===== src/rtl/freq_meter_gated.sv =====
// freq_meter_gated: counts synchronised Fxin rising edges over a Clk gate window.
// Define FREQ_METER_SATURATE_EN for a saturating edge counter driving Overflow.
module freq_meter_gated #(
   parameter int CNT_WIDTH   = 32,
   parameter int GATE_CYCLES = 50000000,
   parameter int SYNC_STAGES = 2
) (
   input  logic                 Clk,
   input  logic                 Rst_n,
   input  logic                 Fxin,
   input  logic                 Start,
   input  logic                 Continuous,
   output logic [CNT_WIDTH-1:0] Frequency,
   output logic                 Valid,
   output logic                 Busy,
   output logic                 Overflow
);

   localparam int GW = $clog2(GATE_CYCLES);
   localparam logic [GW-1:0] GATE_LAST = GW'(GATE_CYCLES - 1);

   typedef enum logic [1:0] {
      IDLE,
      GATE,
      DONE
   } state_t;

   state_t                 state_q, state_d;
   logic [SYNC_STAGES-1:0] sync_q;
   logic                   prev_q;
   logic                   edge_pulse;
   logic [GW-1:0]          gate_q, gate_d;
   logic [CNT_WIDTH-1:0]   cnt_q, cnt_d, cnt_inc;
   logic [CNT_WIDTH-1:0]   freq_q, freq_d;
   logic                   ovf_q, ovf_d, ovf_inc;
   logic                   oflag_q, oflag_d;

   always_ff @(posedge Clk or negedge Rst_n) begin
      if (!Rst_n) begin
         sync_q <= '0;
         prev_q <= 1'b0;
      end else begin
         sync_q <= {sync_q[SYNC_STAGES-2:0], Fxin};
         prev_q <= sync_q[SYNC_STAGES-1];
      end
   end

   assign edge_pulse = sync_q[SYNC_STAGES-1] & ~prev_q;

`ifdef FREQ_METER_SATURATE_EN
   always_comb begin
      cnt_inc = cnt_q;
      ovf_inc = ovf_q;
      if (edge_pulse) begin
         if (&cnt_q) begin
            ovf_inc = 1'b1;
         end else begin
            cnt_inc = cnt_q + CNT_WIDTH'(1);
         end
      end
   end
`else
   assign cnt_inc = cnt_q + CNT_WIDTH'(edge_pulse);
   assign ovf_inc = 1'b0;
`endif

   // The final gate cycle's pulse is folded into the latched result.
   always_comb begin
      state_d = state_q;
      gate_d  = gate_q;
      cnt_d   = cnt_q;
      ovf_d   = ovf_q;
      freq_d  = freq_q;
      oflag_d = oflag_q;
      unique case (state_q)
         IDLE: begin
            if (Start || Continuous) begin
               state_d = GATE;
               gate_d  = '0;
               cnt_d   = '0;
               ovf_d   = 1'b0;
            end
         end
         GATE: begin
            cnt_d = cnt_inc;
            ovf_d = ovf_inc;
            if (gate_q == GATE_LAST) begin
               state_d = DONE;
               freq_d  = cnt_inc;
               oflag_d = ovf_inc;
            end else begin
               gate_d = gate_q + GW'(1);
            end
         end
         DONE: begin
            if (Continuous) begin
               state_d = GATE;
               gate_d  = '0;
               cnt_d   = '0;
               ovf_d   = 1'b0;
            end else begin
               state_d = IDLE;
            end
         end
         default: state_d = IDLE;
      endcase
   end

   always_ff @(posedge Clk or negedge Rst_n) begin
      if (!Rst_n) begin
         state_q <= IDLE;
         gate_q  <= '0;
         cnt_q   <= '0;
         ovf_q   <= 1'b0;
         freq_q  <= '0;
         oflag_q <= 1'b0;
      end else begin
         state_q <= state_d;
         gate_q  <= gate_d;
         cnt_q   <= cnt_d;
         ovf_q   <= ovf_d;
         freq_q  <= freq_d;
         oflag_q <= oflag_d;
      end
   end

   assign Frequency = freq_q;
   assign Overflow  = oflag_q;
   assign Valid     = (state_q == DONE);
   assign Busy      = (state_q != IDLE);

endmodule


===== config.mk =====
export PLATFORM = sky130hd
export DESIGN_NAME = freq_meter_gated
export DESIGN_NICKNAME = d
export VERILOG_FILES = /design/src/rtl/freq_meter_gated.sv
export SDC_FILE = /design/constraint.sdc
export NUM_CORES = 1
export LEC_CHECK = 0
export BUFFER_PORTS_ARGS = -buffer_cell sky130_fd_sc_hd__buf_2
export CAP_MARGIN = 20
export CORE_MARGIN = 2
export CORE_UTILIZATION = 40
export DETAILED_ROUTE_END_ITERATION = 6
export GPL_ROUTABILITY_DRIVEN = 0
export SETUP_SLACK_MARGIN = 0.05
export SYNTH_ARGS = -nofsm -noshare
export SYNTH_HDL_FRONTEND = slang
export SYNTH_SLANG_ARGS = --single-unit
export TNS_END_PERCENT = 10

===== constraint.sdc =====
create_clock -name Clk -period 1.8 [get_ports Clk]
set_input_delay 0.36 -clock Clk [delete_from_list [all_inputs] [get_ports Clk]]
set_output_delay 0.36 -clock Clk [all_outputs]
set_load 0.05 [all_outputs]

* Word level (Yosys, flattened, before mapping)
Cells that the tools add are included.
** Word-level totals
- Output and inout bits :: 35
- Logic and storage cells :: 36
- Bits of input ports :: 5
- Register bits :: 95
** Cells by class
- Equality and inequality tests :: 7
- Reduce and logical (&&, ||, !) cells :: 8
- Add/subtract/negate cells :: 2
- Bitwise gates (word level) :: 2
- Muxes and demuxes :: 11
** Operators by type and width (count)
- 32-bit case mux with 3 select lines :: 1
- 26-bit 2-to-1 mux :: 3
- 26-bit case mux with 3 select lines :: 1
- 32-bit 2-to-1 mux :: 2
- 32-bit by 1-bit adder with 32-bit output :: 1
- 26-bit by 1-bit adder with 26-bit output (second input constant) :: 1
- 26-bit == test (second input constant) :: 1
- 2-bit inequality test (second input constant) :: 4
- 2-bit case mux with 3 select lines :: 1
- 2-bit 2-to-1 mux :: 2
- 2-bit AND reduction :: 2
- 4-bit AND reduction :: 1
- 3-bit AND reduction :: 1
- 3-bit nonzero test :: 1
- 2-bit by 1-bit == test with 1-bit output (second input constant) :: 1
- 2-bit == test (second input constant) :: 1
- 2-bit zero test :: 1
- 2-bit nonzero test :: 1
- 1-bit bitwise AND :: 1
- 1-bit logical OR :: 1
- 1-bit 2-to-1 mux :: 1
- 1-bit NOT :: 1

* Logic depth before layout (Yosys ltp)
- Word-level depth :: 4
- Gate-level depth with buffers :: 9
- Depth with buffers taken out :: 8

* Worst setup path after synthesis
Ideal clock, no wire load.
- Kind :: reg2reg
- From :: reg gate_q[0]
- To :: reg freq_q[0] (netlist: Frequency[0])
- Library setup time :: 0.125 ns
- Path buffers :: 2
- Path slack :: -0.179 ns
- Data required time :: 1.675 ns
- Period minus slack after synthesis :: 1.979 ns
- Cell stages (with the launch flop) :: 8
- Arrival :: 1.854 ns
- Path through :: dfrtp_1 > ha_1 > and3_1 > nand4_1 > or3_1 > clkbuf_1 > buf_6 > mux2_4
** Between the ends
- Longest elaborated chain between the ends :: 2
** Ends and longest elaborated chain
- start: declaration :: RTL line 32 : logic [GW-1:0] gate_q, gate_d;
- start signal: assignment :: RTL line 119 : gate_q <= gate_d;
- 26-bit == test :: RTL line 87 : if (gate_q == GATE_LAST) begin
- 2-bit AND reduction (no line)
- end signal: assignment :: RTL line 122 : freq_q <= freq_d;
- end: declaration :: RTL line 34 : logic [CNT_WIDTH-1:0] freq_q, freq_d;
No other way between the ends.
A chain may end at the register's enable or synchronous reset.

* Final worst setup path
- From :: reg prev_q
- To :: reg cnt_q[16]
** Between the ends
- Longest elaborated chain between the ends :: 4
** Ends and longest elaborated chain
- start: declaration :: RTL line 30 : logic prev_q;
- start signal: assignment :: RTL line 44 : prev_q <= sync_q[SYNC_STAGES-1];
- 1-bit NOT :: RTL line 48 : assign edge_pulse = sync_q[SYNC_STAGES-1] & ~prev_q;
- 1-bit bitwise AND :: RTL line 48
- 32-bit by 1-bit adder with 32-bit output :: RTL line 63 : assign cnt_inc = cnt_q + CNT_WIDTH'(edge_pulse);
- 32-bit case mux with 3 select lines :: RTL line 75 : unique case (state_q)
- end signal: assignment :: RTL line 120 : cnt_q <= cnt_d;
- end: declaration :: RTL line 33 : logic [CNT_WIDTH-1:0] cnt_q, cnt_d, cnt_inc;
No other way between the ends.

==> results.md <==
* Hold slack at 0.107 ns
* CP startpoint kind: register
* Critical path data arrival time at 2.10 ns
* First-pass GRT wire length at 23.0 mm
* YS warnings at 0
* Hold Crit Start: Fxin
* Post-route worst setup slack at -0.0731 ns
* Period Utilization, post-route at 1.04
* Setup TNS Final at -0.325 ns
* Skew-Pair Late Insertion Delay at 0.36 ns
* Net count after synthesis at 575
* Initial Util at 0.408
* Fmax at 534 MHz
* Detail-routed via count per cell at 5.56
* Fin crit period at 1.87 ns
* Initial antenna violation count at 0
* Ant. Diodes at 0
* Largest net degree at the start of global routing at 42
* HPWL Detailed at 9.64 mm
* Required time worst endpoint at 2.03 ns
* Max Cap Violations at 0
* Tot Pwr at 5480 uW
* Most frequent cells in the layout: dfrtp_1, buf_4, nand2_1, o21ai_1, buf_2
* Synth Instances at 566
* CP endpoint kind: register
* DRT antenna net count at 0
* Final setup viols at 17
* Avg Cell Area, Syn at 9.02 sq um
* Cell mode on critical path: ha_4
* Worst-path clk slew at 0.07 ns
* Yosys top cell area share at 0.465
* CTS sink count at 95
* Worst hold-check path type: in2reg
* Crit path kind: reg2reg
* Outcome: complete, but fails checks
* Total CTS buffers at 9
* RSZ-0062 raised after global routing: true
* Rows at 41
* Layout area overhead at 34.1%
* GRT Util Overall at 0.214
* Worst-path fanout max at 5
* Port bufs at 38
* Root Driver: clkbuf_16
* Hold Fails Final Rpt at 0
* Static Leak at 0.00299 uW
* Vias at 4780
* Post-synthesis instance area at 5110 sq um
* Worst stage delay on the critical path at 0.39 ns
* Vias in the first global route at 4666
* Worst reg2reg endpoint: cnt_q[16]
* Worst reg-to-reg path cell count at 8
* DRC at 0
* Final std cells w/o fill at 860
* Failing checks: setup timing
* Hold Crit Endpoint: sync_q[0]
* Proportion of layout cells with a drive suffix above 1 at 0.323
* Die width at 117 um
* Synth area leaders: dfrtp_1, o21ai_0, nand2_1, nand4_1, nand3_1
* Num ports at 40
* Commonest non-fill, non-tap cell in the layout: dfrtp_1
* Crit Reg-Reg Startpoint: prev_q
* Final Skew at 0.0113 ns
* Synth area leader: dfrtp_1
* Pwr/cell area at 799 nW/um^2
* Cell depth of the worst hold path at 1
* Maximum VDD drop at 0.452 mV
* H-tree level count at 3
* Register area share after synthesis at 0.465
* CTS tree: done
* Yosys reg bits at 95
* Grt total ovfl at 0
* First drt pass iteration count at 4
* Minimum setup slack among reg-to-reg paths at -0.07 ns
* Drt first-iter violations at 248
* Routed wire length at 13.9 mm
* Core area at 12500 sq um
* Chip Height at 117 um
* DIE AREA at 13700 sq um
* Max Slew Vio Count at 0
* Critical-path cell list: nor2b_4 -> ha_4 -> ha_4 -> inv_6 -> nor4_4 -> a31oi_1 -> o21ai_1 -> o31ai_1
* Distinct cells, synth at 49
* Max clock buf depth at 2
* Per-cell routed wire length at 16.1 um
* CP max stage cell: dfrtp_1
* Final #Nets at 692
* Placed insts at 832
## synthesized netlist by cell type (all sizes together)
library cell / number
buf: 13
a31oi: 19
xor2: 15
and4: 8
nand3: 32
or4: 1
nor3b: 1
a22o: 4
nand2: 81
nor3: 9
nor2b: 3
mux2i: 1
nor4b: 2
o22a: 1
a41oi: 7
and2: 4
nand2b: 2
mux2: 2
or3: 8
conb: 1
a21oi: 22
and3: 13
a31o: 1
nor2: 18
o211ai: 1
o31a: 3
xnor2: 15
clkbuf: 21
o22ai: 5
nand4: 27
o21ai: 81
or2: 1
a32oi: 1
dfrtp: 95
o31ai: 16
nor4: 9
o311ai: 1
nand3b: 1
inv: 17
ha: 4
## sequential cells by signal, summed over array words and instances, names as in the netlist
register,count
Frequency,32
cnt_q,32
gate_q,26
state_q,2
sync_q,2
prev_q,1
## kinds of logic (layout without fill, tap and decap cells)
| kind of cell | count (synthesis) | after routing | share of synthesized area |
|---|---|---|---|
| XOR/XNOR | 30 | 30 | 0.0514 |
| other | 1 | 1 | 0.000734 |
| flip-flops | 95 | 95 | 0.465 |
| AND/OR/NAND/NOR | 220 | 220 | 0.231 |
| AO/OA/AOI/OAI | 162 | 162 | 0.189 |
| buffers and inverters | 51 | 173 | 0.0453 |
| adder cells (fa/ha/maj) | 4 | 4 | 0.00980 |
| multiplexers | 3 | 3 | 0.00784 |
## worst max-delay path by stage
stage | startpoint | end | slack, ns | depth (start not counted)
finish | prev_q | cnt_q[16] | -0.07 | 8
global route | sync_q[1] | cnt_q[16] | -0.22 | 8
CTS | prev_q | cnt_q[16] | -0.05 | 8
detailed placement | sync_q[1] | cnt_q[21] | -0.13 | 8
global placement | sync_q[1] | cnt_q[21] | -0.10 | 8
floorplan | gate_q[16] | Frequency[0] | -0.16 | 6
## per-layer routing
| layer | global-route usage | vias to the layer above | part of all wire |
|---|---|---|---|
| met5 | 0 | - | 0 |
| met4 | 0.0871 | 0 | 0.016 |
| met3 | 0.0335 | 18 | 0.033 |
| met2 | 0.367 | 100 | 0.51 |
| met1 | 0.271 | 2359 | 0.44 |
| li1 | - | 2303 | - |
## where the power goes
group / total [uW] / internal [uW] / switching [uW]
Sequential: 2610 / 2350 / 268
Clock: 1870 / 1020 / 852
Combinational: 993 / 516 / 477
Total: 5480 / 3880 / 1600
## timing repair
item	in CTS	in global routing
setup buffers	5	6
setup endpoints to repair	65	76
hold buffers	1	0
hold endpoints to repair	18	0
pin swaps	31	36
gates resized for setup	46	60
## final cells by class
type                    instances  area, sq um
fillers                      1189         5670
multi-input cells             420         2810
flip-flops and latches         95         2380
repair buffers                140         1090
clock buffers                  12          256
well taps                     172          215
inverters                      17         68.8
clock inverters                 4         30.0
## metrics by stage
step           utilization  area [sq um]  setup WS, ns
6_report             0.547          6850       -0.0731
5_1_grt              0.547          6850        -0.216
4_1_cts              0.530          6630       -0.0541
3_5_place_dp         0.491          6140        -0.132
3_3_place_gp         0.491          6140        -0.103
2_1_floorplan            -          5150        -0.157
## critical path, delay by kind of cell, from the launching register on
kind | cells | cell delay (ns)
and+or+nand+nor | 2 | 0.52
AOI/OAI and AO/OA | 3 | 0.43
DFF | 1 | 0.39
adders and majority gates | 2 | 0.35
buffers and inverters | 1 | 0.05
(Power assumes the default switching activity.)
